$ cat src/rtl/fp_mul_norm_round.sv
// fp_mul_norm_round: normalization and round-to-nearest-even stage of the
// binary32 multiplier. Captures the raw 48-bit mantissa product plus sign,
// exponent sum and special flags, then normalizes, rounds and packs over
// three further cycles.
// Ports:
//   clk, rst_n            clock, asynchronous active-low reset
//   start                 level request; inputs captured when idle
//   product[47:0]         unsigned mantissa product, hidden bits included
//   sign                  result sign
//   exp_sum[9:0]          signed ea + eb - 127
//   is_nan/is_inf/is_zero special-case flags from unpack
//   result[31:0]          packed binary32 result (registered)
//   done                  result valid, held until start falls
//   overflow/underflow/inexact  IEEE status flags (registered)
module fp_mul_norm_round (
  input  logic        clk,
  input  logic        rst_n,
  input  logic        start,
  input  logic [47:0] product,
  input  logic        sign,
  input  logic [9:0]  exp_sum,
  input  logic        is_nan,
  input  logic        is_inf,
  input  logic        is_zero,
  output logic [31:0] result,
  output logic        done,
  output logic        overflow,
  output logic        underflow,
  output logic        inexact
);

  localparam int unsigned PROD_W = 48;
  localparam int unsigned EXP_W  = 10;
  localparam int unsigned IE_W   = 11;
  localparam int unsigned MANT_W = 23;

  typedef enum logic [2:0] {
    S_IDLE  = 3'd0,
    S_NORM  = 3'd1,
    S_ROUND = 3'd2,
    S_PACK  = 3'd3,
    S_DONE  = 3'd4
  } state_t;

  state_t state_q, state_d;

  // Captured operands
  logic [PROD_W-1:0] prod_q, prod_d;
  logic [EXP_W-1:0]  exp_q, exp_d;
  logic              sign_q, sign_d;
  logic              nan_q, nan_d, inf_q, inf_d, zero_q, zero_d;

  // Working mantissa / exponent / rounding bits
  logic [MANT_W-1:0]      mant_q, mant_d;
  logic signed [IE_W-1:0] e_q, e_d;
  logic                   g_q, g_d, s_q, s_d;
  logic                   zuf_q, zuf_d;

  // Registered outputs
  logic [31:0] result_q, result_d;
  logic        done_q, done_d;
  logic        ovf_q, ovf_d, udf_q, udf_d, inx_q, inx_d;

  // Round-to-nearest-even increment and its carry-out
  logic          rnd_up;
  logic [MANT_W:0] mant_sum;
  assign rnd_up   = g_q & (s_q | mant_q[0]);
  assign mant_sum = {1'b0, mant_q} + (MANT_W+1)'(rnd_up);

  // Sign-extended exponent sum
  logic signed [IE_W-1:0] exp_ext;
  assign exp_ext = {exp_q[EXP_W-1], exp_q};

  // State and datapath registers
  always_ff @(posedge clk or negedge rst_n) begin
    if (!rst_n) begin
      state_q  <= S_IDLE;
      prod_q   <= '0;
      exp_q    <= '0;
      sign_q   <= 1'b0;
      nan_q    <= 1'b0;
      inf_q    <= 1'b0;
      zero_q   <= 1'b0;
      mant_q   <= '0;
      e_q      <= '0;
      g_q      <= 1'b0;
      s_q      <= 1'b0;
      zuf_q    <= 1'b0;
      result_q <= '0;
      done_q   <= 1'b0;
      ovf_q    <= 1'b0;
      udf_q    <= 1'b0;
      inx_q    <= 1'b0;
    end else begin
      state_q  <= state_d;
      prod_q   <= prod_d;
      exp_q    <= exp_d;
      sign_q   <= sign_d;
      nan_q    <= nan_d;
      inf_q    <= inf_d;
      zero_q   <= zero_d;
      mant_q   <= mant_d;
      e_q      <= e_d;
      g_q      <= g_d;
      s_q      <= s_d;
      zuf_q    <= zuf_d;
      result_q <= result_d;
      done_q   <= done_d;
      ovf_q    <= ovf_d;
      udf_q    <= udf_d;
      inx_q    <= inx_d;
    end
  end

  // Next-state and datapath updates
  always_comb begin
    state_d  = state_q;
    prod_d   = prod_q;
    exp_d    = exp_q;
    sign_d   = sign_q;
    nan_d    = nan_q;
    inf_d    = inf_q;
    zero_d   = zero_q;
    mant_d   = mant_q;
    e_d      = e_q;
    g_d      = g_q;
    s_d      = s_q;
    zuf_d    = zuf_q;
    result_d = result_q;
    done_d   = done_q;
    ovf_d    = ovf_q;
    udf_d    = udf_q;
    inx_d    = inx_q;

    unique case (state_q)
      S_IDLE: begin
        if (start) begin
          prod_d  = product;
          exp_d   = exp_sum;
          sign_d  = sign;
          nan_d   = is_nan;
          inf_d   = is_inf;
          zero_d  = is_zero;
          state_d = S_NORM;
        end
      end

      S_NORM: begin
        // Leading one at bit 47 or 46; neither means an unrepresentable tiny result
        zuf_d = ~prod_q[47] & ~prod_q[46];
        if (prod_q[47]) begin
          mant_d = prod_q[46:24];
          g_d    = prod_q[23];
          s_d    = |prod_q[22:0];
          e_d    = exp_ext + IE_W'(1);
        end else begin
          mant_d = prod_q[45:23];
          g_d    = prod_q[22];
          s_d    = |prod_q[21:0];
          e_d    = exp_ext;
        end
        state_d = S_ROUND;
      end

      S_ROUND: begin
        // Carry-out means the significand became 10.000..., i.e. 1.0 * 2
        if (mant_sum[MANT_W]) begin
          mant_d = '0;
          e_d    = e_q + IE_W'(1);
        end else begin
          mant_d = mant_sum[MANT_W-1:0];
        end
        state_d = S_PACK;
      end

      S_PACK: begin
        ovf_d = 1'b0;
        udf_d = 1'b0;
        inx_d = 1'b0;
        if (nan_q) begin
          result_d = 32'h7FC0_0000;
        end else if (inf_q) begin
          result_d = {sign_q, 8'hFF, 23'd0};
        end else if (zero_q) begin
          result_d = {sign_q, 31'd0};
        end else if (zuf_q) begin
          result_d = {sign_q, 31'd0};
          udf_d    = 1'b1;
          inx_d    = |prod_q;
        end else if (e_q >= 11'sd255) begin
          result_d = {sign_q, 8'hFF, 23'd0};
          ovf_d    = 1'b1;
          inx_d    = 1'b1;
        end else if (e_q <= 11'sd0) begin
          result_d = {sign_q, 31'd0};
          udf_d    = 1'b1;
          inx_d    = 1'b1;
        end else begin
          result_d = {sign_q, e_q[7:0], mant_q};
          inx_d    = g_q | s_q;
        end
        done_d  = 1'b1;
        state_d = S_DONE;
      end

      S_DONE: begin
        if (!start) begin
          done_d  = 1'b0;
          state_d = S_IDLE;
        end
      end

      default: state_d = S_IDLE;
    endcase
  end

  assign result    = result_q;
  assign done      = done_q;
  assign overflow  = ovf_q;
  assign underflow = udf_q;
  assign inexact   = inx_q;

endmodule

$ cat config.mk
export PLATFORM = sky130hd
export DESIGN_NAME = fp_mul_norm_round
export DESIGN_NICKNAME = d
export VERILOG_FILES = /design/src/rtl/fp_mul_norm_round.sv
export SDC_FILE = /design/constraint.sdc
export NUM_CORES = 1
export LEC_CHECK = 0
export ABC_AREA = 1
export BUFFER_PORTS_ARGS = -buffer_cell sky130_fd_sc_hd__buf_4
export CAP_MARGIN = 30
export CORE_ASPECT_RATIO = 0.8
export CORE_MARGIN = 2
export CORE_UTILIZATION = 58
export CTS_CLUSTER_SIZE = 24
export DETAILED_ROUTE_END_ITERATION = 10
export PLACE_DENSITY = 0.9
export SLEW_MARGIN = 20
export SYNTH_ARGS = -nofsm -noshare
export SYNTH_HDL_FRONTEND = slang
export SYNTH_SLANG_ARGS = --single-unit
export TNS_END_PERCENT = 10
$ cat constraint.sdc
create_clock -name clk -period 1.8 [get_ports clk]
set_input_delay 0.27 -clock clk [delete_from_list [all_inputs] [get_ports clk]]
set_output_delay 0.27 -clock clk [all_outputs]
set_load 0.01 [all_outputs]
# Yosys cells after proc, flatten, opt, wreduce, memory -nomap -nowiden

Index checks and enable logic that the tools add are counted.

Magnitude comparators: 2
Equality and inequality tests: 7
Multiplexer cells: 36
$add $sub $neg: 3
Bitwise gates (word level): 6
Reduce and logical (&&, ||, !) cells: 10

Operators by type and width:

| kind                                                                | count |
|---|---|
| 2-to-1 mux 31 bit                                                   | 5 |
| OR reduction 48 bit                                                 | 1 |
| 2-to-1 mux 23 bit                                                   | 2 |
| case mux 23 bit (2 select lines)                                    | 1 |
| 2-to-1 mux 32 bit                                                   | 1 |
| adder 23 x 1 -> 24 bit                                              | 1 |
| OR reduction 23 bit                                                 | 1 |
| 2-to-1 mux 11 bit                                                   | 2 |
| case mux 11 bit (2 select lines)                                    | 1 |
| OR reduction 22 bit                                                 | 1 |
| 2-to-1 mux 1 bit                                                    | 20 |
| case mux 3 bit (5 select lines)                                     | 1 |
| adder 10 x 2 -> 11 bit (second input constant)                      | 1 |
| adder 11 x 2 -> 11 bit (second input constant)                      | 1 |
| greater-or-equal comparator 11 x 9 -> 1 bit (second input constant) | 1 |
| <= comparator 11 x 1 -> 1 bit (second input constant)               | 1 |
| AND reduction 2 bit                                                 | 4 |
| equality test 3 x 2 -> 1 bit (second input constant)                | 2 |
| 2-to-1 mux 3 bit                                                    | 2 |
| inequality test 2 bit (second input constant)                       | 3 |
| nonzero test 2 bit                                                  | 2 |
| equality test 3 x 1 -> 1 bit (second input constant)                | 1 |
| equality test 3 bit (second input constant)                         | 1 |
| zero test 3 bit                                                     | 1 |
| 4 further kinds                                                     | 7 |

Register bits after elaboration: 138
Output and inout port bits: 36
Bits of input ports: 65
Logic and storage cells: 81

# Logic depth before layout (Yosys ltp)

Gate-level depths: netlist of the first run.

Word-level depth: 7
Depth in mapped cells: 11
Depth with buffers taken out: 11

# Least setup slack after synthesis of the first run

OpenSTA, ideal clock, no wires.

Path kind: register to register
From: reg g_q
To: reg mant_q[16]
Library setup time: 0.078 ns
Buffers on the path: 0
Stages on the path, launching flop included: 12
Required time: 1.722 ns
Path slack: 0.165 ns
Arrival: 1.557 ns
Cell sequence: dfrtp_1 > nand2_1 > inv_1 > ha_1 > inv_1 > nor2_1 > nand2_1 > inv_1 > nand2_1 > nand2_1 > nand3_1 > o21bai_1

Cells in the longest elaborated chain, start to end: 4

RTL lines:

| what                             | line | text |
|---|---|---|
| from (decl)                      | 56   | `logic g_q, g_d, s_q, s_d;` |
| from (signal assigned)           | 104  | `g_q <= g_d;` |
| AND 1 bit                        | 67   | `assign rnd_up = g_q & (s_q \| mant_q[0]);` |
| adder 23 x 1 -> 24 bit           | 68   | `assign mant_sum = {1'b0, mant_q} + (MANT_W+1)'(rnd_up);` |
| 2-to-1 mux 23 bit                | 167  | `if (mant_sum[MANT_W]) begin` |
| case mux 23 bit (2 select lines) | 135  | `unique case (state_q)` |
| to (signal assigned)             | 102  | `mant_q <= mant_d;` |
| to (decl)                        | 54   | `logic [MANT_W-1:0] mant_q, mant_d;` |

Every way passes these cells.
A chain may end at the register's enable or synchronous reset.

# Worst setup path in the final report of the first run

From: reg mant_q[0]
To: reg mant_q[4]

Cells in the longest elaborated chain, start to end: 5

RTL lines:

| what                               | line |
|---|---|
| bitwise OR 1 bit                   | 67 |
| AND 1 bit                          | 67 |
| adder 23 x 1 -> 24 bit *           | 68 |
| 2-to-1 mux 23 bit *                | 167 |
| case mux 23 bit (2 select lines) * | 135 |

Mark *: on every way between the ends. The rest lies on a longest branch, timed or not.

==> results of run 1 <==
## worst max-delay path, cell delays in order, from the launching register on
cell and delay (ns):
dfrtp_1 0.39, nand2_1 0.09, inv_1 0.11, ha_1 0.19, inv_1 0.10, nor2_4 0.16
xor2_1 0.24, nand3_1 0.18, a21oi_1 0.17
## per-stage QoR
step                power (mW)  cell area (sq um)
floorplan                 9.96               7130
global placement          12.2               8320
detailed placement        12.5               8320
CTS                       15.9               8900
global route              17.3               8940
finish                    16.1               8940
## synthesized netlist by cell type (2+ instances only)
cell type,instances
xnor2_1,3
o21ai_0,47
o21bai_1,4
dfrtp_1,138
buf_4,3
xor2_1,12
a31oi_1,3
nand3_1,73
nor2_2,4
nor3_2,2
o211ai_1,5
clkinv_1,2
nor2_1,118
mux2_2,17
a32o_1,3
nand2_1,255
a21oi_1,67
clkbuf_1,20
inv_2,3
nand2_2,2
a22oi_1,2
inv_1,92
ha_1,4
buf_2,10
nand4_1,10
o22ai_1,8
nor3_1,6
## path summary, 6_finish.rpt
| path | start | end | slack, ns |
|---|---|---|---|
| worst min-delay path | product[22] | prod_q[22] | 0.08 |
| min in group asynchronous | rst_n | prod_q[30] | 0.31 |
| max in group asynchronous | rst_n | s_q | 0.92 |
| worst max register to register | mant_q[0] | mant_q[4] | 0.10 |
| worst max-delay path | mant_q[0] | mant_q[4] | 0.10 |
| worst min register to register | result[14] | result[14] | 0.48 |
## layer usage
layer  global-route usage [%]  vias up  wire length [microns]
li1                         -     3254                      -
met1                     42.5     3008                   8040
met2                     43.3      328                   7780
met3                     8.82       36                   2160
met4                     11.1        0                    339
met5                        0        -                      0
## state kept, by name, summed over array words and instances, names as in the netlist
name / count
state_q: 3
s_q: 1
zero_q: 1
result: 32
inf_q: 1
nan_q: 1
e_q: 11
exp_q: 10
inexact: 1
underflow: 1
overflow: 1
mant_q: 23
g_q: 1
sign_q: 1
zuf_q: 1
prod_q: 48
done: 1
## power by group through the flow
| stage | sequential (mW) | combinational, mW | clock [mW] |
|---|---|---|---|
| 2_1_floorplan | 5.42 | 4.55 | 0 |
| 3_3_place_gp | 5.44 | 6.77 | 0 |
| 3_5_place_dp | 5.52 | 6.95 | 0 |
| 4_1_cts | 5.48 | 7.05 | 3.38 |
| 5_1_grt | 5.68 | 8.07 | 3.53 |
| 6_report | 5.53 | 7.20 | 3.35 |
## placed cells by master (no fill, tap or decap), types with 4 or more instances in the layout
master       n
nand4_1     10
nand3_1     71
a21oi_1     67
clkbuf_16   17
nor3_1       6
xor2_1      12
nand2_1    252
buf_12       6
o211ai_1     5
dfrtp_1    137
buf_4      136
ha_1         4
nor2_2       5
nand2_2      5
clkinv_2     5
inv_1       92
mux2_2      17
nor2_1     115
o21ai_0     47
o22ai_1      8
o21bai_1     4
## cells by family after synthesis
family	count (synthesis)	share of synthesized area, %
adder cells (fa/ha/maj)	4	0.702
AND/OR/NAND/NOR	479	28.2
XOR/XNOR	15	1.84
multiplexers	17	2.69
buffers and inverters	131	7.34
flip-flops	138	48.5
AO/OA/AOI/OAI	141	10.8
## final cells by class
| class | count | area, sq um |
|---|---|---|
| Multi-Input combinational cell | 656 | 3210 |
| Tap cell | 152 | 190 |
| Clock buffer | 21 | 470 |
| Fill cell | 897 | 3130 |
| Sequential cell | 138 | 3450 |
| Inverter | 97 | 364 |
| Clock inverter | 11 | 95.1 |
| Timing Repair Buffer | 144 | 1160 |
## what timing repair did
action,4_1_cts,5_1_grt
hold buffers,1,0
endpoints found under the setup margin,0,50
hold endpoints to repair,31,0
resized for setup,0,12
==> flow_summary.json, run 1 <==
{
  "utilization_pct": 74.1,
  "worstPathArrival_ns": 2.05,
  "slew_violations": 0,
  "setup_tns_ns": 0,
  "cts.sinks": 138,
  "fmax_mhz": 589,
  "drt_iter0_markers": 586,
  "path_max_fanout": 5,
  "post_cts_buffers": 0,
  "power_leakage_nw": 4.50,
  "h-tree-depth": 4,
  "core-area_sq_um": 12100,
  "die_w_microns": 128,
  "peakVddDrop_v": 0.00105,
  "p_sw_share_pct": 42.1,
  "initial_core_util_pct": 59.0,
  "grt_pass1_wl_microns": 30300,
  "dieArea_sq_um": 13200,
  "ctsLongestPathBuffers": 2,
  "synthArstFlopShare_pct": 100,
  "nets": 1123,
  "synth_cells": 925,
  "place_congestion": 0.993,
  "die_h_microns": 103,
  "ios": 101,
  "whs_ns": 0.0763,
  "drt_pre_antenna_iters": 6,
  "wirelength_microns": 18300,
  "crit_type": "reg -> reg",
  "fin_cells": 1219,
  "tightestPinTransition_ns": 0.466,
  "hold_depth": 2,
  "startpoint_type": "register",
  "routedWlPerCell_microns": 15.0,
  "seq_power_share_pct": 34.4,
  "clk_latency_ns": 0.43,
  "numCtsBuffers": 17,
  "pre_cts_ws_ns": 0.0275,
  "max_cap_violations": 0,
  "avgSynthCellArea_sq_um": 7.70,
  "max_slew_margin_pct": 68.6,
  "synth.area.top_cells": "dfrtp_1 (48%), nand2_1 (13%), nor2_1 (6.2%)",
  "synth_fp_nets": 994,
  "finalClockSkew_ns": 0.00966,
  "end_kind": "register",
  "syn-cell-area_sq_um": 7130,
  "dp.cells": 1186,
  "synth_edf_count": 0,
  "overflow": 0,
  "rsz0062_at_grt": "yes",
  "clockRootBuffer": "clkbuf_16",
  "grt_max_degree": 64,
  "hold_class": "in -> reg",
  "ys_ff_latch": 138,
  "diodes": 0,
  "cell_internal_pwr_mw": 9.31,
  "cts_tree": "done",
  "num_vias": 6626,
  "synth.distinct_cells": 39,
  "finalWorstSetupSlack_ns": 0.102,
  "portBuffers": 100,
  "clkPwrFrac_pct": 20.8,
  "status": "complete, no violations",
  "ys.flop_type": "dfrtp_1",
  "r2r_cells": 8,
  "timing_hold_violations_final": 0,
  "antenna_found_initial": 0,
  "p_comb_share_pct": 44.8,
  "p_per_area_nw_per_um2": 1800,
  "ant_nets": 0,
  "synth_top_cell_area_share_pct": 48.5,
  "required_ns": 2.15,
  "yosysSeqAreaShare_pct": 48.5,
  "yosys_warnings": 0,
  "dp_hpwl_microns": 13300,
  "setup_viol": 0,
  "fin_crit_sh_pct": 94.4,
  "via_per_inst": 5.44,
  "drive_above_1_share_pct": 20.3,
  "row_count": 36,
  "yosysTopAreaCell": "dfrtp_1",
  "drc": 0,
  "p_sw_mw": 6.77,
  "grt_pass1_vias": 6235,
  "syn_to_final_growth_pct": 25.5,
  "grt_usage_pct": 29.7,
  "min_period_ns": 1.70,
  "clkTransAtPathRegs_ns": 0.06
}
Note: power is estimated with default switching activity, not from simulation.
==> run 2, diff against run 1 <==
==> constraint.sdc (replaced) <==
create_clock -name clk -period 1.85 [get_ports clk]
set_input_delay 0.2775 -clock clk [delete_from_list [all_inputs] [get_ports clk]]
set_output_delay 0.2775 -clock clk [all_outputs]
set_load 0.01 [all_outputs]
==> run 2 against run 1 <==
Fmax down 3.0%. Worst setup slack got worse by 0.0019 ns. Non-clock buffer count shrank 8. Combinational power is 4.6% lower. Critical path depth is 3 higher. Die area unchanged. Clock-buffer cell count decreased by 1. Register-to-register slack about the same. Largest cell class unchanged.
==> flow_summary.json, run 2 (synthesis results as in run 1) <==
{
  "fmax_mhz": 571,
  "finalClockSkew_ns": 0.00566,
  "layout_common_cells": "nand2_1 (254), dfrtp_1 (135), buf_4 (128)",
  "crit_type": "reg -> reg",
  "numCtsBuffers": 17,
  "routedWlPerCell_microns": 15.5,
  "h-tree-depth": 4,
  "cts.sinks": 138,
  "r2r_slack_ns": 0.1,
  "dp_hpwl_microns": 13400,
  "drt_iter0_markers": 719,
  "overflow": 0,
  "path_max_fanout": 5,
  "slew_violations": 0,
  "critPathLaunch": "g_q",
  "post_cts_buffers": 0,
  "drc": 0,
  "timing_hold_violations_final": 0,
  "top_register": "prod_q",
  "grt_pass1_wl_microns": 31300,
  "wirelength_microns": 18800,
  "worstPathArrival_ns": 2.10,
  "clkTransAtPathRegs_ns": 0.06,
  "nets": 1115,
  "min_period_ns": 1.75,
  "setup_tns_ns": 0,
  "grt_usage_pct": 30.5,
  "power_leakage_nw": 4.46,
  "setup_viol": 0,
  "rsz0062_at_grt": "yes",
  "row_count": 36,
  "antenna_found_initial": 0,
  "critPathMaxStageDelay_ns": 0.38,
  "die_w_microns": 128,
  "dieArea_sq_um": 13200,
  "ant_nets": 0,
  "max_slew_margin_pct": 65.9,
  "syn_to_final_growth_pct": 24.6,
  "portBuffers": 100,
  "reg2reg_from": "g_q",
  "ctsLongestPathBuffers": 2,
  "cp_num_cells": 11,
  "slowest_stage": "dfrtp_1",
  "startpoint_type": "register",
  "dp.cells": 1178,
  "grt_pass1_vias": 6549,
  "peakVddDrop_v": 0.000978,
  "cts_tree": "done",
  "grt_max_degree": 48,
  "r2r_cells": 11,
  "rr_endpoint": "mant_q[16]",
  "layout_commonest_cell": "nand2_1",
  "via_per_inst": 5.65,
  "largest_reg_flops": 48,
  "ios": 101,
  "path_cells": "nand2_1, inv_1, ha_1, inv_1, nor2_2, nand2_1, inv_1, nand2_1, nand2_1, nand3_1, o21bai_1",
  "max_cap_violations": 0,
  "die_h_microns": 103,
  "clockRootBuffer": "clkbuf_16",
  "pre_cts_ws_ns": 0.0458,
  "drive_above_1_share_pct": 19.6,
  "nFillCells": 880,
  "required_ns": 2.20,
  "place_congestion": 0.955,
  "initial_core_util_pct": 59.0,
  "tightestPinTransition_ns": 0.511,
  "cpMostUsedCell": "nand2_1",
  "p_per_area_nw_per_um2": 1760,
  "fin_cells": 1211,
  "clk_latency_ns": 0.42,
  "crit_family": "simple AND/OR/NAND/NOR gates",
  "path_buf_inv": 3,
  "num_vias": 6843,
  "finalWorstSetupSlack_ns": 0.0997,
  "diodes": 0,
  "drt_pre_antenna_iters": 8,
  "end_kind": "register",
  "fin_crit_sh_pct": 94.6,
  "crit_end": "mant_q[16]",
  "hold_class": "in -> reg",
  "power_mw": 15.7,
  "core-area_sq_um": 12100,
  "status": "complete, no violations"
}
==> run 2: area by class of cell <==
cell class	instances	area (sq um)	area share (%)
Clock buffer	20	457	5.14
Clock inverter	12	123	1.38
Inverter	97	364	4.10
Multi-Input combinational cell	656	3190	35.9
Sequential cell	138	3460	38.9
Tap cell	152	190	2.14
Timing Repair Buffer	136	1100	12.4
==> run 2: what timing repair did <==
| item | 4_1_cts | 5_1_grt |
|---|---|---|
| hold buffers | 1 | 0 |
| gates resized for setup | 0 | 9 |
| endpoints found under the hold margin | 44 | 0 |
| setup endpoints to repair | 0 | 42 |
==> run 2: worst min path at each step <==
stage / startpoint / end / slack, ns / depth (start not counted)
final: exp_sum[2] / exp_q[2] / 0.08 / 2
after CTS: exp_sum[4] / exp_q[4] / 0.08 / 2
after detailed placement: rst_n / prod_q[20] / 0.24 / 1
after global placement: rst_n / prod_q[33] / 0.24 / 1
after floorplan: rst_n / done / -0.02 / 0
after global routing: is_nan / nan_q / 0.08 / 2
==> run 2: metal layers <==
layer / track usage (%) / routed length (microns) / up-vias
li1: - / - / 3244
met1: 40.4 / 7960 / 3161
met2: 46.9 / 8280 / 387
met3: 10.7 / 2170 / 51
met4: 11.7 / 420 / 0
met5: 0 / 0 / -
==> run 2: where the power goes <==
| part | leakage [nW] | total (mW) | internal [mW] | switching, mW |
|---|---|---|---|---|
| registers | 1.62 | 5.46 | 4.35 | 1.11 |
| clock network | 0.286 | 3.33 | 2.04 | 1.29 |
| logic | 2.56 | 6.87 | 2.65 | 4.22 |
==> run 2: stage by stage <==
stage                     instance area [sq um]  hold slack (ns)  utilization, %
after CTS                                  8850           0.0781            73.3
final                                      8880           0.0847            73.6
after detailed placement                   8260            0.241            68.4
after floorplan                            7130          -0.0181               -
after global routing                       8880           0.0792            73.6
after global placement                     8260            0.242            68.4
==> run 3, diff against run 2 <==
--- a/config.mk
+++ b/config.mk
@@ -5,15 +5,14 @@
 export SDC_FILE = /design/constraint.sdc
 export NUM_CORES = 1
 export LEC_CHECK = 0
-export ABC_AREA = 1
 export BUFFER_PORTS_ARGS = -buffer_cell sky130_fd_sc_hd__buf_4
 export CAP_MARGIN = 30
 export CORE_ASPECT_RATIO = 0.8
 export CORE_MARGIN = 2
-export CORE_UTILIZATION = 58
+export CORE_UTILIZATION = 57
 export CTS_CLUSTER_SIZE = 24
 export DETAILED_ROUTE_END_ITERATION = 10
-export PLACE_DENSITY = 0.9
+export PLACE_DENSITY = 0.89
 export SLEW_MARGIN = 20
 export SYNTH_ARGS = -nofsm -noshare
 export SYNTH_HDL_FRONTEND = slang
==> run 3 against run 2 <==
The flow now finishes with violations (setup timing). Critical path depth down 5. Register-to-register slack worse by 0.11 ns. Core utilization up 3.8 points. Combinational power about the same. Total power down 0.49%. Sequential share of layout area about the same. Hold slack better by 0.0074 ns.
==> flow_summary.json, run 3 <==
{
  "ant_nets": 0,
  "layout_common_cells": "buf_4 (170), dfrtp_1 (134), mux2_2 (63)",
  "drive_above_1_share_pct": 40.8,
  "initial_core_util_pct": 58.2,
  "crit_type": "reg -> reg",
  "synth.area.top_cells": "dfrtp_1 (52%), mux2_2 (11%), mux2i_1 (3.8%)",
  "seq_power_share_pct": 36.1,
  "place_congestion": 0.918,
  "p_sw_mw": 6.07,
  "fin_cells": 930,
  "via_per_inst": 6.16,
  "yosysSeqAreaShare_pct": 51.8,
  "largest_reg_flops": 48,
  "diodes": 0,
  "reg2reg_from": "mant_q[6]",
  "routedWlPerCell_microns": 19.8,
  "syn_to_final_growth_pct": 33.0,
  "grt_pass1_vias": 5646,
  "synthArstFlopShare_pct": 100,
  "antenna_found_initial": 0,
  "die_w_microns": 125,
  "p_sw_share_pct": 38.9,
  "setup_tns_ns": -0.0272,
  "hold_depth": 2,
  "synth_fp_nets": 673,
  "p_per_area_nw_per_um2": 1760,
  "power_leakage_nw": 3.98,
  "cell_internal_pwr_mw": 9.53,
  "drt_pre_antenna_iters": 5,
  "worstPathArrival_ns": 2.14,
  "layout_commonest_cell": "buf_4",
  "num_vias": 5732,
  "cts_tree": "done",
  "finalClockSkew_ns": 0.0102,
  "min_period_ns": 1.86,
  "failed_checks": "setup timing",
  "clkTransAtPathRegs_ns": 0.06,
  "drt_iter0_markers": 483,
  "wirelength_microns": 18400,
  "die_h_microns": 101,
  "cts.sinks": 138,
  "drc": 0,
  "syn-cell-area_sq_um": 6670,
  "pre_cts_ws_ns": -0.0568,
  "whs_ns": 0.0920,
  "dieArea_sq_um": 12600,
  "grt_usage_pct": 29.5,
  "status": "complete, but fails checks",
  "timing_hold_violations_final": 0,
  "peakVddDrop_v": 0.00103,
  "fin_crit_sh_pct": 101,
  "clk_latency_ns": 0.41,
  "ios": 101,
  "r2r_slack_ns": -0.01,
  "portBuffers": 100,
  "yosysTopAreaCell": "dfrtp_1",
  "max_cap_violations": 0,
  "end_kind": "register",
  "finalWorstSetupSlack_ns": -0.0144,
  "startpoint_type": "register",
  "clkPwrFrac_pct": 19.7,
  "synth.distinct_cells": 59,
  "grt_max_degree": 34,
  "h-tree-depth": 4,
  "hold_class": "in -> reg",
  "r2r_cells": 6,
  "dp.cells": 894,
  "p_comb_share_pct": 44.2,
  "synthTopCellsByCount": "dfrtp_1 (138), mux2_2 (63), nand2_1 (40), nor2_1 (35), a21oi_1 (31)",
  "rsz0062_at_grt": "yes",
  "top_register": "prod_q",
  "synth_top_cell_area_share_pct": 51.8,
  "ys.flop_type": "dfrtp_1",
  "ys_ff_latch": 138,
  "power_mw": 15.6,
  "overflow": 0,
  "row_count": 35,
  "setup_viol": 3,
  "synth_cells": 604,
  "yosys_warnings": 0,
  "min_to": "prod_q[18]",
  "grt_pass1_wl_microns": 29400,
  "dp_hpwl_microns": 13200,
  "required_ns": 2.13,
  "core-area_sq_um": 11500,
  "synth_edf_count": 0,
  "hold_start": "product[18]",
  "yosysMostFrequentCell": "dfrtp_1",
  "fmax_mhz": 536,
  "max_slew_margin_pct": 63.4,
  "numCtsBuffers": 17,
  "slew_violations": 0,
  "avgSynthCellArea_sq_um": 11.0,
  "clockRootBuffer": "clkbuf_16",
  "rr_endpoint": "mant_q[8]",
  "ctsLongestPathBuffers": 2,
  "tightestPinTransition_ns": 0.547,
  "nets": 839,
  "path_max_fanout": 10
}
## run 3: cell count changes after synthesis, moves of 10 or more
cell	before	now
nand2_1	255	40
nor2_1	118	35
inv_1	92	11
nand3_1	73	24
mux2_2	17	63
a21oi_1	67	31
o21ai_0	47	21
mux2i_1	0	25
a22o_1	0	22
nor4_1	1	14
nand4_1	10	20
## run 3: cells by family (layout without fill, tap and decap cells)
group	after synthesis	in the layout	synth area share [%]
adders and majority gates	4	4	0.750
xor gates and xnor gates	14	14	1.84
AOI/OAI and AO/OA	132	132	14.2
muxes	88	88	14.4
DFF	138	138	51.8
and+or+nand+nor	181	181	14.2
buffers and inverters	47	225	2.89
## run 3: how the worst max path moves through the flow
| stage | start | endpoint | cells past startpoint |
|---|---|---|---|
| finish | mant_q[6] | mant_q[8] | 6 |
| global route | mant_q[7] | mant_q[8] | 6 |
| CTS | mant_q[7] | e_q[2] | 5 |
| detailed placement | mant_q[0] | mant_q[18] | 8 |
| global placement | state_q[1] | mant_q[6] | 5 |
| floorplan | state_q[2] | mant_q[21] | 6 |
## run 3: repair_timing
item	4_1_cts	5_1_grt
hold buffers	1	0
hold endpoints to repair	22	0
pin swaps	2	7
gates resized for setup	7	33
endpoints found under the setup margin	30	56
setup buffers	0	4
## run 3: worst max-delay path, stage by stage (launching register included)
cell and delay (ns):
dfrtp_1 0.35, nand4_1 0.18, nor4_4 0.44, buf_4 0.21
a31oi_2 0.22, a21oi_1 0.22, o21ai_0 0.11
## run 3: per-layer routing
metal / vias up / part of all wire (%) / track usage [%]
li1: 2605 / - / -
met1: 2818 / 43 / 42.4
met2: 284 / 45 / 44.2
met3: 25 / 11 / 8.28
met4: 0 / 1.5 / 8.72
met5: - / 0 / 0
## run 3: area by class of cell
cell class,instances,area (sq um)
clock buffers,21,460
clock inverters,10,71.3
fillers,722,2600
inverters,11,41.3
multi-input cells,419,3170
flip-flops and latches,138,3460
well taps,148,185
repair buffers,183,1490
## run 3: metrics by stage
step                area (sq um)  util (%)
finish                      8870      77.3
global route                8870      77.3
CTS                         8720      76.0
detailed placement          8150      71.1
global placement            8150      71.1
floorplan                   6680         -
## run 3: power by group through the flow
stage                     logic [mW]  clock network [mW]  registers (mW)
after CTS                       6.56                3.07            5.54
after global placement          6.20                   0            5.42
after detailed placement        6.46                   0            5.55
final                           6.89                3.07            5.63
after global routing            7.40                3.21            5.79
after floorplan                 4.03                   0            5.30
